### src/rtl/mdu_sequencer.sv
// mdu_sequencer: multi-cycle controller for the M-extension datapath.
// Accepts one MUL/MULH/MULHSU/MULHU/DIV/DIVU/REM/REMU op per handshake,
// iterates a shift-add multiplier or restoring divider over 32 cycles and
// holds the registered result until the execute stage takes it.
// Handshake: a request is taken on a rising edge where req_valid && req_ready
// && !flush; a result is taken on a rising edge where resp_valid && resp_ready
// && !flush. flush always wins and returns the block to IDLE.
// Optional build macro: MDU_FAST_MUL_EN selects a single-cycle multiplier.
module mdu_sequencer (
    input  logic        clk,
    input  logic        reset,
    input  logic        flush,
    input  logic        req_valid,
    output logic        req_ready,
    input  logic [3:0]  req_sel,
    input  logic [31:0] req_op1,
    input  logic [31:0] req_op2,
    output logic        resp_valid,
    input  logic        resp_ready,
    output logic [31:0] resp_result,
    output logic        busy,
    output logic [1:0]  dbg_state
);

    localparam logic [3:0] ALU_MUL    = 4'd0;
    localparam logic [3:0] ALU_MULH   = 4'd1;
    localparam logic [3:0] ALU_MULHSU = 4'd2;
    localparam logic [3:0] ALU_MULHU  = 4'd3;
    localparam logic [3:0] ALU_DIV    = 4'd4;
    localparam logic [3:0] ALU_DIVU   = 4'd5;
    localparam logic [3:0] ALU_REM    = 4'd6;
    localparam logic [3:0] ALU_REMU   = 4'd7;

    typedef enum logic [1:0] {
        S_IDLE = 2'd0,
        S_MUL  = 2'd1,
        S_DIV  = 2'd2,
        S_DONE = 2'd3
    } state_e;

    state_e      state_q, state_d;
    logic [4:0]  count_q, count_d;
    logic [3:0]  sel_q, sel_d;
    // Multiply: {partial high, multiplier shifting out}. Divide: {remainder, quotient/dividend}.
    logic [63:0] acc_q, acc_d;
    logic [31:0] b_q, b_d;
    logic        neg_q, neg_d;     // product / quotient sign
    logic        rneg_q, rneg_d;   // remainder sign (op1 sign)
    logic [31:0] result_q, result_d;

    // Request decode, only meaningful on the accept cycle.
    logic        is_mul, is_div, sgn1, sgn2, neg1, neg2, div_zero, div_ovf;
    logic [31:0] abs1, abs2;

    assign is_mul   = (req_sel[3:2] == 2'b00);
    assign is_div   = (req_sel[3:2] == 2'b01);
    assign sgn1     = (req_sel == ALU_MUL) || (req_sel == ALU_MULH) || (req_sel == ALU_MULHSU) ||
                      (req_sel == ALU_DIV) || (req_sel == ALU_REM);
    assign sgn2     = (req_sel == ALU_MUL) || (req_sel == ALU_MULH) ||
                      (req_sel == ALU_DIV) || (req_sel == ALU_REM);
    assign neg1     = sgn1 & req_op1[31];
    assign neg2     = sgn2 & req_op2[31];
    assign abs1     = neg1 ? (32'd0 - req_op1) : req_op1;
    assign abs2     = neg2 ? (32'd0 - req_op2) : req_op2;
    assign div_zero = is_div && (req_op2 == 32'd0);
    assign div_ovf  = ((req_sel == ALU_DIV) || (req_sel == ALU_REM)) &&
                      (req_op1 == 32'h8000_0000) && (req_op2 == 32'hFFFF_FFFF);

    // Restoring divide step: shift in the next dividend bit, subtract if it fits.
    logic [32:0] trial, diff;
    logic [31:0] rem_n, quo_n, quo_fix, rem_fix, div_res;

    assign trial   = {acc_q[63:32], acc_q[31]};
    assign diff    = trial - {1'b0, b_q};
    assign rem_n   = diff[32] ? trial[31:0] : diff[31:0];
    assign quo_n   = {acc_q[30:0], ~diff[32]};
    assign quo_fix = neg_q  ? (32'd0 - quo_n) : quo_n;
    assign rem_fix = rneg_q ? (32'd0 - rem_n) : rem_n;
    assign div_res = sel_q[1] ? rem_fix : quo_fix;

    logic [31:0] mul_res;

`ifdef MDU_FAST_MUL_EN
    // Sign-extended operands; extension bit follows the op's signedness.
    logic [32:0] fa_q, fa_d, fb_q, fb_d;
    logic [63:0] fprod;

    assign fprod   = {{31{fa_q[32]}}, fa_q} * {{31{fb_q[32]}}, fb_q};
    assign mul_res = (sel_q == ALU_MUL) ? fprod[31:0] : fprod[63:32];
`else
    // Shift-add step: add multiplicand into the high half when the low bit is set.
    logic [32:0] sum;
    logic [63:0] mul_n, mul_fix;

    assign sum     = {1'b0, acc_q[63:32]} + (acc_q[0] ? {1'b0, b_q} : 33'd0);
    assign mul_n   = {sum, acc_q[31:1]};
    assign mul_fix = neg_q ? (64'd0 - mul_n) : mul_n;
    assign mul_res = (sel_q == ALU_MUL) ? mul_fix[31:0] : mul_fix[63:32];
`endif

    assign req_ready   = (state_q == S_IDLE) && !reset;
    assign resp_valid  = (state_q == S_DONE);
    assign busy        = (state_q != S_IDLE);
    assign resp_result = result_q;
    assign dbg_state   = state_q;

    // Next-state and datapath update for the sequencer.
    always_comb begin
        state_d  = state_q;
        count_d  = count_q;
        sel_d    = sel_q;
        acc_d    = acc_q;
        b_d      = b_q;
        neg_d    = neg_q;
        rneg_d   = rneg_q;
        result_d = result_q;
`ifdef MDU_FAST_MUL_EN
        fa_d     = fa_q;
        fb_d     = fb_q;
`endif
        case (state_q)
            S_IDLE: begin
                if (req_valid && req_ready && !flush) begin
                    sel_d   = req_sel;
                    acc_d   = {32'd0, abs1};
                    b_d     = abs2;
                    neg_d   = neg1 ^ neg2;
                    rneg_d  = neg1;
                    count_d = 5'd0;
`ifdef MDU_FAST_MUL_EN
                    fa_d    = {neg1, req_op1};
                    fb_d    = {neg2, req_op2};
`endif
                    if (is_mul) begin
                        state_d = S_MUL;
                    end else if (div_zero) begin
                        result_d = req_sel[1] ? req_op1 : 32'hFFFF_FFFF;
                        state_d  = S_DONE;
                    end else if (div_ovf) begin
                        result_d = req_sel[1] ? 32'd0 : 32'h8000_0000;
                        state_d  = S_DONE;
                    end else if (is_div) begin
                        state_d = S_DIV;
                    end else begin
                        result_d = 32'd0;
                        state_d  = S_DONE;
                    end
                end
            end
            S_MUL: begin
`ifdef MDU_FAST_MUL_EN
                result_d = mul_res;
                state_d  = S_DONE;
`else
                acc_d   = mul_n;
                count_d = count_q + 5'd1;
                if (count_q == 5'd31) begin
                    result_d = mul_res;
                    state_d  = S_DONE;
                end
`endif
            end
            S_DIV: begin
                acc_d   = {rem_n, quo_n};
                count_d = count_q + 5'd1;
                if (count_q == 5'd31) begin
                    result_d = div_res;
                    state_d  = S_DONE;
                end
            end
            S_DONE: begin
                if (resp_ready) begin
                    state_d = S_IDLE;
                end
            end
            default: state_d = S_IDLE;
        endcase
        if (flush) begin
            state_d = S_IDLE;
        end
    end

    // State and datapath registers with synchronous reset.
    always_ff @(posedge clk) begin
        if (reset) begin
            state_q  <= S_IDLE;
            count_q  <= 5'd0;
            sel_q    <= 4'd0;
            acc_q    <= 64'd0;
            b_q      <= 32'd0;
            neg_q    <= 1'b0;
            rneg_q   <= 1'b0;
            result_q <= 32'd0;
`ifdef MDU_FAST_MUL_EN
            fa_q     <= 33'd0;
            fb_q     <= 33'd0;
`endif
        end else begin
            state_q  <= state_d;
            count_q  <= count_d;
            sel_q    <= sel_d;
            acc_q    <= acc_d;
            b_q      <= b_d;
            neg_q    <= neg_d;
            rneg_q   <= rneg_d;
            result_q <= result_d;
`ifdef MDU_FAST_MUL_EN
            fa_q     <= fa_d;
            fb_q     <= fb_d;
`endif
        end
    end

endmodule
### config.mk
export PLATFORM = sky130hd
export DESIGN_NAME = mdu_sequencer
export DESIGN_NICKNAME = d
export VERILOG_FILES = /design/src/rtl/mdu_sequencer.sv
export SDC_FILE = /design/constraint.sdc
export NUM_CORES = 1
export LEC_CHECK = 0
export BUFFER_PORTS_ARGS = -buffer_cell sky130_fd_sc_hd__clkbuf_2
export CAP_MARGIN = 40
export CORE_MARGIN = 2
export CORE_UTILIZATION = 55
export DETAILED_ROUTE_END_ITERATION = 12
export HOLD_SLACK_MARGIN = 0.15
export PLACE_DENSITY_LB_ADDON = 0.08
export SETUP_SLACK_MARGIN = 0.5
export SLEW_MARGIN = 20
export SYNTH_ARGS = -nofsm -noshare
export SYNTH_HDL_FRONTEND = slang
export SYNTH_SLANG_ARGS = --single-unit
### constraint.sdc
create_clock -name clk -period 15.4 [get_ports clk]
set_input_delay 2.31 -clock clk [delete_from_list [all_inputs] [get_ports clk]]
set_output_delay 2.31 -clock clk [all_outputs]
set_load 0.05 [all_outputs]
### Word-level counts from Yosys, hierarchy flattened

Cells that the tools add are included.

* reductions and logical operators: 30
* multiplexer cells: 31
* eq/ne operators: 18
* bitwise gates (word level): 4
* add/sub/neg operators: 8

Operator list (count)
* $mux W32: 17
* $pmux W64 S3: 1
* $mux W64: 2
* $sub A1 B32 Y32 const A: 4
* $pmux W32 S3: 1
* $eq A32 B32 Y1 const B: 2
* $sub A1 B64 Y64 const A: 1
* $add A32 B32 Y33: 1
* $sub A33 B32 Y33: 1
* $logic_not A32 Y1: 1
* $pmux W5 S2: 1
* $eq A4 B3 Y1 const B: 2
* $logic_not A4 Y1: 2
* $mux W2: 4
* $logic_or A1 B1 Y1: 7
* $logic_and A1 B1 Y1: 6
* $ne A2 B1 Y1 const B: 3
* $ne A2 B2 Y1 const B: 3
* $pmux W2 S3: 1
* $reduce_and A2 Y1: 3
* $reduce_and A6 Y1: 1
* $add A5 B1 Y5 const B: 1
* $eq A5 B5 Y1 const B: 1
* $mux W5: 1
* 15 further kinds: 24

* output and inout bits: 37
* bits in registers: 141

### Logic depth before layout (Yosys ltp)

* depth after elaboration: 9
* depth in mapped cells: 25

### Worst setup path before layout

Ideal clock, no wire load.

* path kind: input port to output port
* start point: input port reset
* end point: output port req_ready
* buffers on the path: 4
* arrival time: 3696 ps
* data required time: 13090 ps
* setup slack: 9394 ps
* stages on the path: 5
* path through: clkbuf_1 > clkbuf_1 > clkbuf_1 > clkbuf_1 > nor2_1

* word-level cells in the longest chain between the ends: 2

Ends and longest elaborated chain
* start: declaration: RTL line 11 `input logic reset,`
* $logic_not A1 Y1: RTL line 101 `assign req_ready = (state_q == S_IDLE) && !reset;`
* $logic_and A1 B1 Y1: RTL line 101
* end: declaration: RTL line 14 `output logic req_ready,`

Every way passes these cells.

### Final worst setup path

* start point: register acc_q[31]
* end point: register result_q[16], in the netlist resp_result[16]

* word-level cells in the longest chain between the ends: 7
* elaborated cells on any way between the ends: 14
* those cells by class: add/sub (4); mux (9); bitwise (1)

Ends and longest elaborated chain
* start: declaration: RTL line 45 `logic [63:0] acc_q, acc_d;`
* start signal: assignment: RTL line 189 `acc_q <= 64'd0;`
* start signal: assignment: RTL line 202 `acc_q <= acc_d;`
* $sub A33 B32 Y33: RTL line 74 `assign diff = trial - {1'b0, b_q};`
* $mux W32 or $not A1 Y1 (tied branches): RTL line 75, 76
* $sub A1 B32 Y32, on equally long branches: RTL line 78, 77
* $mux W32, on equally long branches: RTL line 78, 77
* $mux W32: RTL line 79 `assign div_res = sel_q[1] ? rem_fix : quo_fix;`
* $mux W32: RTL line 166 `if (count_q == 5'd31) begin`
* $pmux W32 S3 *: RTL line 121 `case (state_q)`
* end signal: assignment: RTL line 206 `result_q <= result_d;`
* end: declaration: RTL line 49 `logic [31:0] result_q, result_d;`

Every way passes the cells marked *; elsewhere a longest branch is shown, timed or not. The select of a mux whose other input is x is not followed.
A chain may end at the register's enable or synchronous reset.

==> flow_metrics.py <==
metrics = {
    "run_status": {
        "run_status": "completed",
    },
    "worst_setup_path": {
        "critical_path_buf_inv_count": 3,
        "reg2reg_from": "acc_q[31]$_SDFFE_PP0P_",
        "cp.required_ns": 15.71,
        "crit_fanout": 45,
        "startpoint_type": "flop",
        "r2r_end": "resp_result[16]$_SDFFE_PP0P_",
        "end_kind": "flop",
        "cp.arrival_ns": 6.94,
        "critPathKind": "flop to flop",
        "max_stage_delay_ns": 0.53,
        "r2r_slack_ns": 8.77,
        "path_cells": "inv_1, ha_1, fa_1, nand2b_1, a211o_1, a32o_1, o31ai_2, a21oi_1, xnor2_4, buf_4, inv_2, a21oi_1, ha_1, nor4b_1, nand4_1, nor4_1, mux2i_1, o41ai_1, xor2_1, nor2_1, a2111oi_0, a2111oi_2",
        "worstRegToRegCells": 22,
        "crit_family": "compound AO/OA/AOI/OAI gates",
        "worst_path_max_delay_cell": "a2111oi_0",
    },
    "finish": {
        "instances_no_fill": 2771,
        "syn2layout_area_growth_pct": 6.989,
        "fillers": 2894,
        "layout_common_cells": "263 x nor2_1, 236 x nand2_1, 186 x a21oi_1, 166 x o21ai_0, 139 x dfxtp_1",
        "mostFrequentLayoutCell": "nor2_1",
        "antenna_cells": 0,
        "nets": 2521,
        "drive_gt1_frac": 0.1016,
    },
    "clock_network": {
        "cts_made_buffers": 17,
        "tritoncts": "built",
        "clk_pin_slew_worst_paths_ns": 0.08,
        "cts_root_buf": "clkbuf_16",
        "ctsHoldBuffers": 0,
        "cts_sinks": 141,
        "post-cts-setup-buffers": 0,
        "ctsLongestPathBuffers": 2,
        "clk_latency_ns": 0.47,
        "htree_levels": 4,
        "cts-resized-gates": 0,
    },
    "yosys": {
        "avgSynthCellArea_um2": 6.908,
        "synth.distinct_cells": 85,
        "ys.flop_type": "dfxtp_1",
        "yosysSeqAreaShare": 0.1705,
        "synth_seq_cells": 141,
        "netlist_instances": 2397,
        "async_flop_share": 0,
        "synth_area_mm2": 0.01656,
        "synth_warnings": 0,
        "synth_edf_count": 0,
        "synth_nets": 2549,
    },
    "global_route": {
        "track_usage": 0.3961,
        "gr-total-overflow": 0,
        "grt_antenna_before_repair": 0,
        "grt_pass1_wl_mm": 97.71,
        "grt_pass1_vias": 17086,
        "grt_max_degree": 80,
    },
    "timing": {
        "setup_viol": 0,
        "drv_slew": 0,
        "slew_headroom": 0.3868,
        "skew_ns": 0.01747,
        "finalCriticalPeriod_ns": 6.632,
        "rsz0062_at_grt": "no",
        "hold_viol": 0,
        "max_freq_mhz": 150.8,
        "fin_crit_sh": 0.4306,
        "setup_tns_ns": 0,
        "tightest_slew_ns": 0.9080,
    },
    "min_path": {
        "hold_depth": 2,
        "hold_start": "resp_result[0]$_SDFFE_PP0P_",
        "hold_path.class": "flop to flop",
        "hold_end": "resp_result[0]$_SDFFE_PP0P_",
    },
    "place": {
        "dp_hpwl_mm": 47.22,
        "dp.cells": 2737,
        "io_buffer_count": 109,
        "gp_congestion": 0.9996,
    },
    "drt": {
        "drc": 0,
        "met2_length_mm": 27.95,
        "highest_layer": "met4",
        "routed-wl-met3_mm": 6.476,
        "drt_first_pass_iters": 6,
        "viasPerCell": 6.904,
        "ant_nets": 0,
        "met1_length_mm": 26.31,
        "drtIter0Drc": 2231,
        "wire_per_inst_um": 22.92,
        "num_vias": 19130,
        "routed_wl_mm": 63.50,
    },
    "floorplan": {
        "start_util": 0.5587,
        "core-area_mm2": 0.02964,
        "die_area_mm2": 0.03151,
        "die_y_um": 177.5,
        "die_w_um": 177.5,
        "num_io_pins": 110,
        "num_rows": 63,
    },
    "power": {
        "p_per_area_mw_per_mm2": 76.24,
        "ir_worst_vdd_uv": 94.31,
        "leakagePower_nw": 6.803,
    },
    "job": {
        "drv.max_cap_violation_count": 0,
    },
}
==> metrics by stage <==
step / setup slack (ns) / power, W / hold slack (ns) / cell area [um^2] / util
floorplan: 9.394 / 0.0007770 / 0.4571 / 16560 / -
global placement: 8.732 / 0.0009206 / 0.4820 / 17040 / 0.5750
detailed placement: 8.601 / 0.0009270 / 0.4879 / 17130 / 0.5781
CTS: 8.565 / 0.001332 / 0.5013 / 17680 / 0.5964
global route: 8.282 / 0.001402 / 0.5187 / 17720 / 0.5978
finish: 8.768 / 0.001351 / 0.5022 / 17720 / 0.5978
==> cells by family after synthesis <==
| logic type | after synthesis | share of synthesized area |
|---|---|---|
| AO/OA/AOI/OAI | 802 | 0.3262 |
| XOR/XNOR | 175 | 0.09301 |
| adder cells (fa/ha/maj) | 79 | 0.06060 |
| buffers and inverters | 271 | 0.06324 |
| flip-flops | 141 | 0.1705 |
| multiplexers | 39 | 0.02539 |
| AND/OR/NAND/NOR | 890 | 0.2611 |
==> metal layers <==
layer  vias to the layer above  GRT usage
li1                       8820          -
met1                      8982     0.5407
met2                      1138     0.6093
met3                       190    0.07177
met4                         0     0.1691
met5                         -          0
==> worst reg2reg max path: cells and delay by family (launching register included) <==
kind | cells | cell delay [ns]
compound gates | 8 | 2.55
buf+inv | 3 | 1.05
fa+ha+maj | 3 | 0.95
simple gates | 5 | 0.88
flops | 1 | 0.51
xor+xnor | 2 | 0.35
mux | 1 | 0.19
==> Yosys cell counts, types with 23 or more instances <==
library cell | instances | area share
a211oi_1 | 55 | 0.025
or3_1 | 49 | 0.019
xor2_1 | 65 | 0.034
nor2_1 | 264 | 0.060
xnor2_1 | 109 | 0.058
clkbuf_1 | 169 | 0.038
o31ai_1 | 41 | 0.019
nand2_1 | 236 | 0.053
nor3_1 | 80 | 0.024
a221oi_1 | 48 | 0.025
a21o_1 | 26 | 0.012
and3_1 | 29 | 0.011
inv_1 | 79 | 0.018
o21ai_0 | 166 | 0.050
mux2i_1 | 24 | 0.015
nand2b_1 | 23 | 0.0087
nor4_1 | 28 | 0.011
dfxtp_1 | 141 | 0.17
and2_1 | 23 | 0.0087
a31oi_1 | 27 | 0.010
nand3_1 | 47 | 0.014
ha_1 | 77 | 0.058
a22oi_1 | 35 | 0.016
a21oi_1 | 186 | 0.056
o211ai_1 | 26 | 0.012
==> power by group <==
group          leakage, nW  switching [W]  internal, W  total [W]
logic                 5.39       0.000361     0.000166   0.000526
clock network        0.262       0.000195     0.000213   0.000408
registers             1.15      0.0000302     0.000386   0.000416
total                 6.80       0.000587     0.000764    0.00135
==> how the worst max path moves through the flow <==
stage | from | endpoint | slack [ns] | depth (start not counted)
after floorplan | reset | req_ready | 9.39 | 5
after global placement | req_op1[24] | resp_result[16]$_SDFFE_PP0P_ | 8.73 | 11
after detailed placement | acc_q[31]$_SDFFE_PP0P_ | resp_result[22]$_SDFFE_PP0P_ | 8.60 | 22
after CTS | acc_q[31]$_SDFFE_PP0P_ | resp_result[22]$_SDFFE_PP0P_ | 8.57 | 22
after global routing | acc_q[31]$_SDFFE_PP0P_ | resp_result[16]$_SDFFE_PP0P_ | 8.28 | 22
final | acc_q[31]$_SDFFE_PP0P_ | resp_result[16]$_SDFFE_PP0P_ | 8.77 | 22
==> registers in the layout, summed over array words and instances, names as in the netlist <==
name	count
acc_q	64
b_q	32
resp_result	32
count_q	5
sel_q	4
dbg_state	2
neg_q	1
rneg_q	1
==> area by class of cell <==
class | count | area, um^2 | share of cell area
Clock buffer | 18 | 439.2 | 0.02479
Clock inverter | 13 | 105.1 | 0.005932
Inverter | 82 | 307.8 | 0.01737
Multi-Input combinational cell | 1985 | 12720 | 0.7177
Sequential cell | 141 | 2825 | 0.1595
Tap cell | 390 | 488.0 | 0.02754
Timing Repair Buffer | 142 | 835.8 | 0.04718
(Power assumes the default switching activity.)
